File: src/rtl/seq_divider_pkg.sv
// rtl/seq_divider_pkg.sv - state encoding, default width and counter sizing for seq_divider32
package seq_divider_pkg;

  localparam int DEFAULT_WIDTH = 32;

  typedef enum logic [1:0] {
    IDLE = 2'd0,
    RUN  = 2'd1,
    DONE = 2'd2
  } state_t;

  function automatic int cnt_width(input int width);
    return $clog2(width + 1);
  endfunction

endpackage

File: src/rtl/div_step_datapath.sv
// rtl/div_step_datapath.sv - one restoring-division iteration: shift {R,Q}, trial subtract, select
module div_step_datapath
  import seq_divider_pkg::*;
#(
  parameter int WIDTH = DEFAULT_WIDTH
) (
  input  logic [WIDTH-1:0] i_rem,
  input  logic [WIDTH-1:0] i_quo,
  input  logic [WIDTH-1:0] i_divisor,
  output logic [WIDTH-1:0] o_rem_next,
  output logic [WIDTH-1:0] o_quo_next
);

  logic [WIDTH:0]   w_rem_shift;
  logic             w_fits;
  logic [WIDTH-1:0] w_diff;

  assign w_rem_shift = {i_rem, i_quo[WIDTH-1]};
  assign w_fits      = (w_rem_shift >= {1'b0, i_divisor});
  // A successful subtract always lands below the divisor, so WIDTH bits of the difference are exact.
  assign w_diff      = w_rem_shift[WIDTH-1:0] - i_divisor;
  assign o_rem_next  = w_fits ? w_diff : w_rem_shift[WIDTH-1:0];
  assign o_quo_next  = {i_quo[WIDTH-2:0], w_fits};

endmodule

File: src/rtl/seq_divider32.sv
// rtl/seq_divider32.sv - multi-cycle restoring divider, one quotient bit per clock.
// Define SEQ_DIVIDER_SIGNED_EN to add the i_signed_op two's-complement mode.
module seq_divider32
  import seq_divider_pkg::*;
#(
  parameter int WIDTH = DEFAULT_WIDTH
) (
  input  logic             i_clk,
  input  logic             i_rst_n,
  input  logic             i_start,
  input  logic [WIDTH-1:0] i_dividend,
  input  logic [WIDTH-1:0] i_divisor,
`ifdef SEQ_DIVIDER_SIGNED_EN
  input  logic             i_signed_op,
`endif
  output logic             o_busy,
  output logic             o_done,
  output logic [WIDTH-1:0] o_quotient,
  output logic [WIDTH-1:0] o_remainder,
  output logic             o_div_by_zero
);

  localparam int CNT_W = cnt_width(WIDTH);

  state_t           r_state;
  logic [CNT_W-1:0] r_cnt;
  logic [WIDTH-1:0] r_rem;
  logic [WIDTH-1:0] r_quo;
  logic [WIDTH-1:0] r_divisor;
  logic             r_busy;
  logic             r_done;
  logic [WIDTH-1:0] r_quotient;
  logic [WIDTH-1:0] r_remainder;
  logic             r_dbz;

  logic [WIDTH-1:0] w_rem_next;
  logic [WIDTH-1:0] w_quo_next;
  logic [WIDTH-1:0] w_dvd_op;
  logic [WIDTH-1:0] w_dvs_op;
  logic [WIDTH-1:0] w_q_final;
  logic [WIDTH-1:0] w_r_final;

`ifdef SEQ_DIVIDER_SIGNED_EN
  logic r_neg_q;
  logic r_neg_r;
  logic w_neg_q;
  logic w_neg_r;

  // Iterate on magnitudes; signs are reapplied on the last iteration so latency is unchanged.
  assign w_neg_r   = i_signed_op & i_dividend[WIDTH-1];
  assign w_neg_q   = i_signed_op & (i_dividend[WIDTH-1] ^ i_divisor[WIDTH-1]);
  assign w_dvd_op  = w_neg_r ? -i_dividend : i_dividend;
  assign w_dvs_op  = (i_signed_op & i_divisor[WIDTH-1]) ? -i_divisor : i_divisor;
  assign w_q_final = r_neg_q ? -w_quo_next : w_quo_next;
  assign w_r_final = r_neg_r ? -w_rem_next : w_rem_next;
`else
  assign w_dvd_op  = i_dividend;
  assign w_dvs_op  = i_divisor;
  assign w_q_final = w_quo_next;
  assign w_r_final = w_rem_next;
`endif

  div_step_datapath #(
    .WIDTH(WIDTH)
  ) u_step (
    .i_rem      (r_rem),
    .i_quo      (r_quo),
    .i_divisor  (r_divisor),
    .o_rem_next (w_rem_next),
    .o_quo_next (w_quo_next)
  );

  always_ff @(posedge i_clk or negedge i_rst_n) begin
    if (!i_rst_n) begin
      r_state     <= IDLE;
      r_cnt       <= '0;
      r_rem       <= '0;
      r_quo       <= '0;
      r_divisor   <= '0;
      r_busy      <= 1'b0;
      r_done      <= 1'b0;
      r_quotient  <= '0;
      r_remainder <= '0;
      r_dbz       <= 1'b0;
`ifdef SEQ_DIVIDER_SIGNED_EN
      r_neg_q     <= 1'b0;
      r_neg_r     <= 1'b0;
`endif
    end else begin
      case (r_state)
        IDLE: begin
          r_done <= 1'b0;
          if (i_start) begin
            if (i_divisor == '0) begin
              r_state     <= DONE;
              r_done      <= 1'b1;
              r_busy      <= 1'b0;
              r_quotient  <= '1;
              r_remainder <= i_dividend;
              r_dbz       <= 1'b1;
            end else begin
              r_state   <= RUN;
              r_busy    <= 1'b1;
              r_dbz     <= 1'b0;
              r_cnt     <= CNT_W'(WIDTH);
              r_rem     <= '0;
              r_quo     <= w_dvd_op;
              r_divisor <= w_dvs_op;
`ifdef SEQ_DIVIDER_SIGNED_EN
              r_neg_q   <= w_neg_q;
              r_neg_r   <= w_neg_r;
`endif
            end
          end
        end
        RUN: begin
          r_rem <= w_rem_next;
          r_quo <= w_quo_next;
          r_cnt <= r_cnt - CNT_W'(1);
          if (r_cnt == CNT_W'(1)) begin
            r_state     <= DONE;
            r_busy      <= 1'b0;
            r_done      <= 1'b1;
            r_quotient  <= w_q_final;
            r_remainder <= w_r_final;
          end
        end
        DONE: begin
          r_done  <= 1'b0;
          r_state <= IDLE;
        end
        default: r_state <= IDLE;
      endcase
    end
  end

  assign o_busy        = r_busy;
  assign o_done        = r_done;
  assign o_quotient    = r_quotient;
  assign o_remainder   = r_remainder;
  assign o_div_by_zero = r_dbz;

endmodule

File: config.mk
export PLATFORM = sky130hd
export DESIGN_NAME = seq_divider32
export DESIGN_NICKNAME = d
export VERILOG_FILES = /design/src/rtl/seq_divider_pkg.sv /design/src/rtl/div_step_datapath.sv /design/src/rtl/seq_divider32.sv
export SDC_FILE = /design/constraint.sdc
export NUM_CORES = 1
export LEC_CHECK = 0
export CORE_UTILIZATION = 50
export DETAILED_ROUTE_END_ITERATION = 12
export HOLD_SLACK_MARGIN = 0.12
export MAX_ROUTING_LAYER = met4
export PLACE_DENSITY_LB_ADDON = 0.3
export SYNTH_ARGS = -nofsm -noshare
export SYNTH_HDL_FRONTEND = slang
export SYNTH_SLANG_ARGS = --single-unit
File: constraint.sdc
create_clock -name i_clk -period 3.62 [get_ports i_clk]
set_clock_uncertainty 0.15 [all_clocks]
set_input_delay 0.724 -clock i_clk [delete_from_list [all_inputs] [get_ports i_clk]]
set_output_delay 0.724 -clock i_clk [all_outputs]
set_load 0.02 [all_outputs]
==> impl_metrics.csv <==
group,metric,value,unit
timing,slew_headroom,0.306,
clock_network,htree_levels,4,
worst_setup_path,crit_path_start_kind,"register",
floorplanning,die_w,140,µm
timing,fmax,0.288,GHz
clock_network,max-clock-path-buffers,2,
worst_setup_path,reg2reg_setup_slack,0.15,ns
floorplanning,start_util,0.510,
yosys,netlist_top_cells_area,"dfrtp_1, o21ai_0, nand2_1, mux2i_1, ha_1",
grt,antenna_found_initial,0,
detailed_routing,num_vias,8149,
finish,fill_cells,1550,
power_and_ir_drop,swShare,0.437,
timing,min_period,3.47,ns
power_and_ir_drop,power_frac_comb,0.548,
timing,rsz0062_at_grt,"no",
clock_network,cts_resized,0,
timing,setup_ws,0.148,ns
power_and_ir_drop,clkPwrFrac,0.168,
yosys,synth_largest_area_cell,"dfrtp_1",
grt,grt_pass1_vias,7650,
detailed_routing,wl_per_cell,18.1,µm
yosys,seq_area_frac_synth,0.449,
worst_setup_path,arrival,3.64,ns
finish,fin_nets,1249,
yosys,yosys_warnings,0,
grt,grt_first_pass_wirelength,41200,µm
timing,fin_crit_sh,0.959,
timing,worst_slew_pin_slew,1.04,ns
power_and_ir_drop,vdd_drop_max,449,µV
timing,setup_violations,0,
worst_setup_path,r2r_start,"r_quo[31]$_DFFE_PN0P_",
flow_run,maxCapViolations,0,
detailed_routing,final_antenna_net_count,0,
floorplanning,coreArea,18700,µm²
status,status,"complete, no violations",
clock_network,cts_hold_buffers,0,
yosys,synth.distinct_cells,71,
finish,final_area,11900,µm²
yosys,synthFlopType,"dfrtp_1",
power_and_ir_drop,seq_power_share,0.284,
worst_setup_path,worstPathMaxFanout,3,
clock_network,cts_tree,"yes",
worst_setup_path,critPathMaxStageDelay,0.41,ns
detailed_routing,via_per_inst,5.86,
worst_setup_path,reg2reg_to,"o_remainder[30]$_DFFE_PN0P_",
placement,pre_cts_slack,0.0547,ns
clock_network,cts_buffers,17,
placement,port_buffers,133,
detailed_routing,drc,0,
floorplanning,rows,50,
floorplanning,dieArea,19600,µm²
detailed_routing,drtIter0Drc,654,
yosys,synth_edf_count,0,
yosys,yosys_register_bits,171,
clock_network,cts_setup_buffers,0,
detailed_routing,drt-pass1-iter-count,5,
placement,gp_congestion,0.984,
clock_network,clkSlewWorstSetupHoldPaths,0.07,ns
yosys,syn_area_per_cell,9.33,µm²
floorplanning,die_h,140,µm
worst_setup_path,crit_type,"register to register",
yosys,syn_area,9530,µm²
finish,n_antenna_cell,0,
finish,area_growth,24.4,%
yosys,synth_top_area_share,0.449,
placement,place_area,11200,µm²
power_and_ir_drop,leakagePower,0.00538,µW
clock_network,clock_latency,0.44,ns
power_and_ir_drop,intPower,6770,µW
floorplanning,io_pins,134,
grt,gr-total-overflow,0,
worst_setup_path,cp.buffers_inverters,2,
power_and_ir_drop,netSwitchingPower,5260,µW
yosys,synth_cells,1022,
yosys,synthesis.nets,1127,
worst_setup_path,cp_cell_sequence,"inv_1 -> ha_1 -> inv_1 -> fa_1 -> a21o_1 -> a311oi_1 -> nor2_1 -> a41oi_2 -> a211o_1 -> a21oi_1 -> or3_1 -> a311oi_1 -> o21ai_1",
worst_setup_path,required,3.79,ns
finish,layout-drive-gt1-share,0.0977,
timing,maxSlewViolCount,0,
timing,final-hold-violation-count,0,
detailed_routing,routed_wl,25200,µm
clock_network,cts-root-buf,"clkbuf_16",
power_and_ir_drop,power_density,1010,nW/µm²
grt,grt_max_degree,87,
worst_setup_path,path_depth,13,
clock_network,clock-sinks,171,
hold_path,min-delay-path-class,"primary input to asynchronous set/reset pin",
worst_setup_path,cp_top_family,"compound AO/OA/AOI/OAI gates",
timing,finalSetupTns,0,ns
worst_setup_path,cp_slowest_cell,"fa_1",
grt,grt.total_usage,0.277,
worst_setup_path,endpoint_kind,"register",
placement,dp_hpwl,18700,µm
yosys,async_flop_share,1.00,
worst_setup_path,r2r_cells,13,
==> how the worst max path moves through the flow <==
stage                          startpoint                          end  slack [ns]
floorplan           r_quo[31]$_DFFE_PN0P_  o_remainder[30]$_DFFE_PN0P_        0.64
global placement             i_divisor[5]         r_cnt[2]$_DFFE_PN0P_        0.13
detailed placement           i_divisor[5]         r_cnt[2]$_DFFE_PN0P_        0.05
CTS                 r_quo[31]$_DFFE_PN0P_  o_remainder[30]$_DFFE_PN0P_        0.19
global route        r_quo[31]$_DFFE_PN0P_  o_remainder[30]$_DFFE_PN0P_       0.002
finish              r_quo[31]$_DFFE_PN0P_  o_remainder[30]$_DFFE_PN0P_        0.15
==> sequential cells by signal, summed over array words and instances (netlist names), 2 cells and up <==
register and count:
r_divisor 32, r_cnt 6, r_quo 32, o_quotient 32, o_remainder 32, r_state 2, r_rem 32
==> cells by family (layout without fill, tap and decap cells) <==
| family | Yosys count | after routing | share of synthesized area |
|---|---|---|---|
| compound gates | 297 | 297 | 0.195 |
| xor+xnor | 22 | 22 | 0.0202 |
| fa+ha+maj | 38 | 38 | 0.0507 |
| buf+inv | 108 | 243 | 0.0486 |
| flops | 171 | 171 | 0.449 |
| mux | 87 | 87 | 0.0958 |
| simple gates | 299 | 299 | 0.141 |
==> cells in the final DEF, fill, tap and decap left out, types with 4 or more instances in the layout <==
cell type        count
mux2_2              34
buf_4               24
xor2_1              10
a21oi_1             42
clkdlybuf4s50_1    132
inv_1               48
nor4_1               9
ha_1                36
and2_1               6
buf_12               6
nor3_1               8
and3_1              10
clkbuf_16           17
nand4_1             10
nand3_1              7
a21o_1              32
dfrtp_1            171
o31ai_1              4
xnor2_1             12
mux2i_1             53
o21ai_0            126
a31oi_1             22
a211oi_1            17
or3_1               11
bufinv_16            4
o21ai_1              5
nor2b_1              7
a22o_1               6
nand2_1            164
nand2b_1             7
nor2_1              47
==> final cells by class <==
type | count | area, µm² | area share
clock buffers | 19 | 443 | 0.0374
inverters | 48 | 180 | 0.0152
clock inverters | 13 | 203 | 0.0171
flip-flops and latches | 171 | 4280 | 0.361
repair buffers | 163 | 1630 | 0.138
well taps | 234 | 293 | 0.0247
multi-input cells | 743 | 4820 | 0.407
==> metal layers <==
| layer | share of wire | global-route usage | up-vias |
|---|---|---|---|
| met5 | 0 | - | - |
| met4 | 0.019 | 0.0839 | 0 |
| met3 | 0.061 | 0.0499 | 32 |
| met2 | 0.43 | 0.394 | 295 |
| met1 | 0.49 | 0.401 | 3945 |
| li1 | - | - | 3877 |
==> synthesized netlist by cell type, types with 8 or more instances <==
cell	instances
o21ai_0	127
inv_1	48
ha_1	37
mux2_2	34
mux2i_1	53
or3_1	11
clkbuf_1	39
a21o_1	32
a31oi_1	22
a211oi_1	17
nor3_1	8
nor2_1	48
nor2b_1	8
dfrtp_1	171
xnor2_1	12
and3_1	10
xor2_1	10
nand2_1	164
nand4_1	10
buf_2	13
nor4_1	9
a21oi_1	42
==> power by group through the flow <==
stage,clock network (µW),registers (µW),logic [µW]
final,2020,3410,6590
after global routing,2130,3520,7220
after CTS,2040,3400,6550
after detailed placement,0,3430,6510
after global placement,0,3390,6380
after floorplan,0,3640,4130
==> metrics by stage <==
stage	power, µW	util	std cells	hold WS [ns]
after floorplan	7770	-	1022	0.278
after global routing	12900	0.634	1391	0.208
after CTS	12000	0.634	1391	0.180
after detailed placement	9940	0.599	1359	0.306
after global placement	9770	0.599	1359	0.300
final	12000	0.634	1391	0.144
Note: power is estimated with default switching activity, not from simulation.
